==> config.mk <==
export PLATFORM = sky130hd
export DESIGN_NAME = run_sequencer
export DESIGN_NICKNAME = d
export VERILOG_FILES = /design/src/rtl/run_seq_pkg.sv /design/src/rtl/run_watchdog.sv /design/src/rtl/run_sequencer.sv
export SDC_FILE = /design/constraint.sdc
export NUM_CORES = 1
export LEC_CHECK = 0
export ABC_AREA = 1
export CORE_MARGIN = 3
export CORE_UTILIZATION = 40
export DETAILED_ROUTE_END_ITERATION = 7
export GPL_TIMING_DRIVEN = 0
export PLACE_DENSITY = 0.85
export SYNTH_ARGS = -nofsm -noshare
export SYNTH_HDL_FRONTEND = slang
export SYNTH_HIERARCHICAL = 1
export SYNTH_SLANG_ARGS = --single-unit
export TNS_END_PERCENT = 10
==> constraint.sdc <==
create_clock -name clk -period 2.06 [get_ports clk]
set_clock_uncertainty 0.15 [all_clocks]
set_input_delay 0.412 -clock clk [delete_from_list [all_inputs] [get_ports clk]]
set_output_delay 0.412 -clock clk [all_outputs]
set_load 0.005 [all_outputs]
==> src/rtl/run_seq_pkg.sv <==
// Shared types and default constants for the run sequencer.
package run_seq_pkg;

    typedef enum logic [1:0] {
        IDLE,
        CLEAR,
        RUN
    } run_state_t;

    localparam int DEF_HALT_PC = 128;
    localparam int DEF_RST_CYC = 2;
    localparam int DEF_TIMEOUT = 4096;

endpackage

==> src/rtl/run_watchdog.sv <==
// Saturating RUN-cycle counter with a limit-hit compare.
module run_watchdog #(
    parameter int CW    = 16,
    parameter int LIMIT = 4096
) (
    input  logic          clk,
    input  logic          reset,
    input  logic          clear,
    input  logic          enable,
    output logic [CW-1:0] count,
    output logic          hit
);

    localparam logic [CW-1:0] LAST = CW'(LIMIT - 1);
    localparam logic [CW-1:0] MAX  = '1;

    always_ff @(posedge clk or posedge reset) begin
        if (reset) begin
            count <= '0;
        end else if (clear) begin
            count <= '0;
        end else if (enable && count != MAX) begin
            count <= count + 1'b1;
        end
    end

    assign hit = (count == LAST);

endmodule

==> src/rtl/run_sequencer.sv <==
// Run controller: req/done handshake, core reset/enable sequencing,
// watchdog stop and data-memory write-port arbitration.
module run_sequencer
    import run_seq_pkg::*;
#(
    parameter int D       = 12,
    parameter int HALT_PC = DEF_HALT_PC,
    parameter int RST_CYC = DEF_RST_CYC,
    parameter int CW      = 16,
    parameter int TIMEOUT = DEF_TIMEOUT
) (
    input  logic          clk,
    input  logic          reset,
    input  logic          req,
    input  logic [D-1:0]  prog_ctr,
    input  logic          halt,
    input  logic          host_mem_wr_en,
    input  logic [7:0]    host_mem_addr,
    input  logic [7:0]    host_mem_dat,
    input  logic          core_mem_wr_en,
    input  logic [7:0]    core_mem_addr,
    input  logic [7:0]    core_mem_dat,
    output logic          mem_wr_en,
    output logic [7:0]    mem_addr,
    output logic [7:0]    mem_dat,
    output logic          host_grant,
    output logic          core_reset,
    output logic          core_en,
    output logic          done,
    output logic          timeout,
    output logic [CW-1:0] cycle_count
);

    localparam int RW = (RST_CYC > 1) ? $clog2(RST_CYC) : 1;
    localparam logic [RW-1:0] RST_LOAD = RW'(RST_CYC - 1);
    localparam logic [D-1:0]  HALT_V   = D'(HALT_PC);

    run_state_t    state;
    run_state_t    next;
    logic          req_q;
    logic          start;
    logic [RW-1:0] rst_cnt;
    logic          start_run;
    logic          set_done;
    logic          set_to;
    logic          stop_hit;
    logic          end_prog;

    assign start    = req & ~req_q;
    assign end_prog = halt | (prog_ctr == HALT_V);

    run_watchdog #(
        .CW    (CW),
        .LIMIT (TIMEOUT)
    ) u_watchdog (
        .clk    (clk),
        .reset  (reset),
        .clear  (start_run),
        .enable (state == RUN),
        .count  (cycle_count),
        .hit    (stop_hit)
    );

    always_comb begin
        next       = state;
        start_run  = 1'b0;
        set_done   = 1'b0;
        set_to     = 1'b0;
        host_grant = 1'b1;
        core_reset = 1'b1;
        core_en    = 1'b0;
        case (state)
            IDLE: begin
                if (start) begin
                    next      = CLEAR;
                    start_run = 1'b1;
                end
            end
            CLEAR: begin
                host_grant = 1'b0;
                if (!req) begin
                    next = IDLE;
                end else if (rst_cnt == '0) begin
                    next = RUN;
                end
            end
            RUN: begin
                host_grant = 1'b0;
                core_reset = 1'b0;
                core_en    = 1'b1;
                // Abort beats halt, and halt beats the watchdog.
                if (!req) begin
                    next = IDLE;
                end else if (end_prog) begin
                    next     = IDLE;
                    set_done = 1'b1;
                end else if (stop_hit) begin
                    next     = IDLE;
                    set_done = 1'b1;
                    set_to   = 1'b1;
                end
            end
            default: next = IDLE;
        endcase
    end

    always_ff @(posedge clk or posedge reset) begin
        if (reset) begin
            state   <= IDLE;
            req_q   <= 1'b0;
            rst_cnt <= '0;
            done    <= 1'b0;
            timeout <= 1'b0;
        end else begin
            state <= next;
            req_q <= req;
            if (start_run) begin
                rst_cnt <= RST_LOAD;
            end else if (state == CLEAR && rst_cnt != '0) begin
                rst_cnt <= rst_cnt - 1'b1;
            end
            if (start_run) begin
                done    <= 1'b0;
                timeout <= 1'b0;
            end else if (set_done) begin
                done    <= 1'b1;
                timeout <= set_to;
            end
        end
    end

    always_comb begin
        if (host_grant) begin
            mem_wr_en = host_mem_wr_en;
            mem_addr  = host_mem_addr;
            mem_dat   = host_mem_dat;
        end else begin
            mem_wr_en = core_mem_wr_en & core_en;
            mem_addr  = core_mem_addr;
            mem_dat   = core_mem_dat;
        end
    end

endmodule

==> results_tabular.tex <==
\begin{tabular}{lr}
\hline
Metric & Value \\
\hline
\multicolumn{2}{l}{\textbf{Pwr}} \\
\quad Total power density per cell area & 949 nW/um\^{}2 \\
\quad Peak VDD IR & 718 uV \\
\quad Reported leakage power & 1.37 nW \\
\quad Power after layout & 0.00261 W \\
\multicolumn{2}{l}{\textbf{Critical path}} \\
\quad Slowest cell on the critical path & dfrtp\_1 \\
\quad Worst path required time & 1.50 ns \\
\quad Crit end category & output port \\
\quad Nature of the critical path startpoint & register \\
\quad Data arrival at the endpoint of the critical path & 1.51 ns \\
\quad Delay of the slowest critical-path stage & 0.38 ns \\
\quad Combined buffer and inverter count along the critical path & 4 \\
\quad Largest delay contributor family on the critical path & buffers and inverters \\
\quad Worst-path fanout max & 7 \\
\quad Category of the most critical setup path & reg -> out \\
\quad Worst path cell trace & inv\_2 -> ha\_4 -> buf\_6 -> buf\_6 -> nand2\_1 -> nand2\_1 -> buf\_2 \\
\multicolumn{2}{l}{\textbf{Floorplan}} \\
\quad Die Height & 70.8 um \\
\quad Number of primary I/O pins & 88 \\
\quad Initial standard-cell utilization of the core & 43.6\% \\
\quad Die width & 70.8 um \\
\quad Floorplan die area & 5010 sq um \\
\quad Standard cell core area & 3850 sq um \\
\quad FP Rows & 22 \\
\multicolumn{2}{l}{\textbf{Timing}} \\
\quad Final worst setup slack & -0.0150 ns \\
\quad Final period utilization & 101\% \\
\quad Max transition margin & 58.0\% \\
\quad Setup Total Neg Slack & -0.0411 ns \\
\quad Slew Limit Fails & 0 \\
\quad Transition time of the tightest slew-check pin & 0.629 ns \\
\quad Clock period minus worst slack & 2.07 ns \\
\quad Max frequency & 482 MHz \\
\quad Fin. Hold Viols & 0 \\
\quad Total setup violations reported at the end of the flow & 5 \\
\quad Setup repair after global routing missed its margin & true \\
\multicolumn{2}{l}{\textbf{Clock tree}} \\
\quad Number of buffers inserted for hold repair after clock tree synthesis & 0 \\
\quad Later-pin clock latency in the skew report & 0.27 ns \\
\quad Number of clock sinks & 22 \\
\quad TritonCTS Buffers & 3 \\
\quad Root buffer selected by CTS & clkbuf\_8 \\
\quad Clock tree from TritonCTS & built \\
\quad Number of buffers on the longest clock path & 2 \\
\quad Clock transition at the register clock pins on the worst setup and hold paths after CTS & 0.09 ns \\
\quad CTS H-tree lvls & 1 \\
\multicolumn{2}{l}{\textbf{Route}} \\
\quad Number of optimization iterations in the first detailed-route pass & 5 \\
\quad Detailed-route via count & 2,014 \\
\quad Routed length on met2 & 2820 um \\
\quad Remaining number of nets flagged by the antenna check after routing & 0 \\
\quad Detailed-route wire length on metal 1 & 2080 um \\
\quad Per-cell routed wire length & 12.6 um \\
\quad Total wire length after detailed routing & 5240 um \\
\quad Top routing layer used & met4 \\
\quad DRC viols & 0 \\
\quad Met3 WL post-DR & 302 um \\
\quad Initial DRC Count & 118 \\
\quad Number of vias per cell after detailed routing & 4.85 \\
\multicolumn{2}{l}{\textbf{Synthesis}} \\
\quad Synth Warn \# & 6 \\
\quad Post-synthesis cell type with the largest combined area & dfrtp\_1 \\
\quad Distinct cell type count after synthesis & 31 \\
\quad Netlist Area Pre-Place & 1680 sq um \\
\quad Number of storage elements in the synthesis netlist & 22 \\
\quad Post-Syn Nets & 322 \\
\quad Biggest area contributors in the synthesized netlist & dfrtp\_1, nand2\_1, inv\_1 \\
\quad Avg Synthesized Cell Area & 6.27 sq um \\
\quad Fraction of synthesized cell area taken by the top area cell type & 32.8\% \\
\quad Post-synthesis instance total & 268 \\
\quad Seq/Total Area, Yosys & 32.8\% \\
\multicolumn{2}{l}{\textbf{Cells and area}} \\
\quad Layout Area Growth over Synthesis & 63.9\% \\
\quad Final-layout fill cell count & 327 \\
\quad Most common cell after layout, fill and taps aside & nand2\_1 \\
\quad Share of post-route cells with drive strength above 1 & 16.9\% \\
\quad Number of standard cells in the layout, taps in and fillers out & 415 \\
\quad Final nets & 422 \\
\quad Number of antenna cells inserted & 0 \\
\quad Most used cells in the layout excluding fill and tap cells & nand2\_1, clkdlybuf4s50\_1, inv\_1 \\
\quad Finished Cell Area & 2750 sq um \\
\multicolumn{2}{l}{\textbf{Global routing}} \\
\quad Global-route wire length before repair & 8410 um \\
\quad Number of antenna violations at the first check in global routing & 0 \\
\quad Congestion Overflow GR & 0 \\
\quad Total track usage & 20.3\% \\
\quad Vias in the first global route & 1,945 \\
\quad Largest net degree at the start of global routing & 17 \\
\multicolumn{2}{l}{\textbf{Outcome}} \\
\quad Violations in the final reports & setup timing \\
\quad Run status & finished, violations left \\
\multicolumn{2}{l}{\textbf{Placed design}} \\
\quad Cell Area, Placed & 2610 sq um \\
\quad Total placed cells including tap cells & 403 \\
\quad Dpl ws & -0.325 ns \\
\quad Sum of net half-perimeters after detailed placement & 3900 um \\
\quad Placer's final routability congestion estimate & 0.849 \\
\quad Port Buf Inserts & 87 \\
\multicolumn{2}{l}{\textbf{Flow run}} \\
\quad Number of violations of the max-capacitance limit & 0 \\
\multicolumn{2}{l}{\textbf{Worst hold path}} \\
\quad Hold Crit Class & in -> async \\
\hline
\end{tabular}
kinds of logic (layout without fill, tap and decap cells):
kind of cell,Yosys count,in the layout,synth area share (%)
fa+ha+maj,4,4,2.98
compound gates,15,15,4.92
buf+inv,41,140,10.6
flops,22,22,32.8
xor+xnor,3,3,1.57
simple gates,183,183,47.2
Yosys cell counts:
master      n
a21oi_2     1
inv_1      31
xor2_1      2
o21ai_1     3
buf_1       1
or2_2       2
or2_1       1
nor2_4      1
buf_4       1
o211ai_1    1
buf_6       2
a21oi_1     5
nand3_2     2
nand3b_1    1
inv_2       3
nor2_2      8
a31oi_1     1
xnor2_1     1
dfrtp_1    22
buf_2       2
nor2_1     25
nand4_1     7
nand2_2     5
ha_1        4
nand3_1    14
nor3_1      1
inv_4       1
nand2_1   114
and3_1      1
and2_1      1
o21ai_0     4
metrics by stage:
stage               hold WS, ns  utilization (%)
finish                    0.227             71.4
global route              0.241             71.4
global placement          0.340             67.7
detailed placement        0.343             67.7
floorplan                0.0530                -
CTS                       0.233             71.3
final timing paths:
check | endpoint | from | slack, ns | depth (start not counted)
max | mem_addr[2] | state[0] | -0.01 | 7
min | done | reset | 0.23 | 2
max reg2reg | done | u_watchdog/count[1] | 0.17 | 11
min reg2reg | rst_cnt | rst_cnt | 0.40 | 2
max in group asynchronous | u_watchdog/count[11] | reset | 0.96 | 2
min in group clk | rst_cnt | rst_cnt | 0.40 | 2
cell type report:
class / instances / area (sq um) / area share, %
Timing Repair inverter: 1 / 6.26 / 0.227
Multi-Input combinational cell: 205 / 1000 / 36.4
Inverter: 35 / 139 / 5.05
Sequential cell: 22 / 551 / 20.0
Buffer: 5 / 43.8 / 1.59
Clock inverter: 1 / 30.0 / 1.09
Tap cell: 48 / 60.1 / 2.18
Timing Repair Buffer: 95 / 880 / 32.0
Clock buffer: 3 / 41.3 / 1.50
state kept, by name (all words and copies together) (netlist names):
name	cells
done	1
u_watchdog/count	16
state	2
timeout	1
req_q	1
rst_cnt	1
per-layer routing:
layer / vias up / GRT usage (%)
met1: 916 / 22.4
met3: 6 / 4.12
met2: 68 / 39.5
met5: - / 0
li1: 1024 / -
met4: 0 / 4.38
power breakdown:
part / internal (W) / switching [W] / total [W] / leakage, nW
logic: 0.000834 / 0.000791 / 0.00163 / 1.03
registers: 0.000497 / 0.0000775 / 0.000574 / 0.299
clock network: 0.000260 / 0.000152 / 0.000412 / 0.0357
timing repair:
action / CTS / global route
gates resized for setup: 77 / 9
pin swaps: 4 / 4
setup endpoints to repair: 28 / 32
setup buffers: 6 / 0
endpoints found under the hold margin: 0 / 0
cloned: 3 / 0
(Power assumes the default switching activity.)
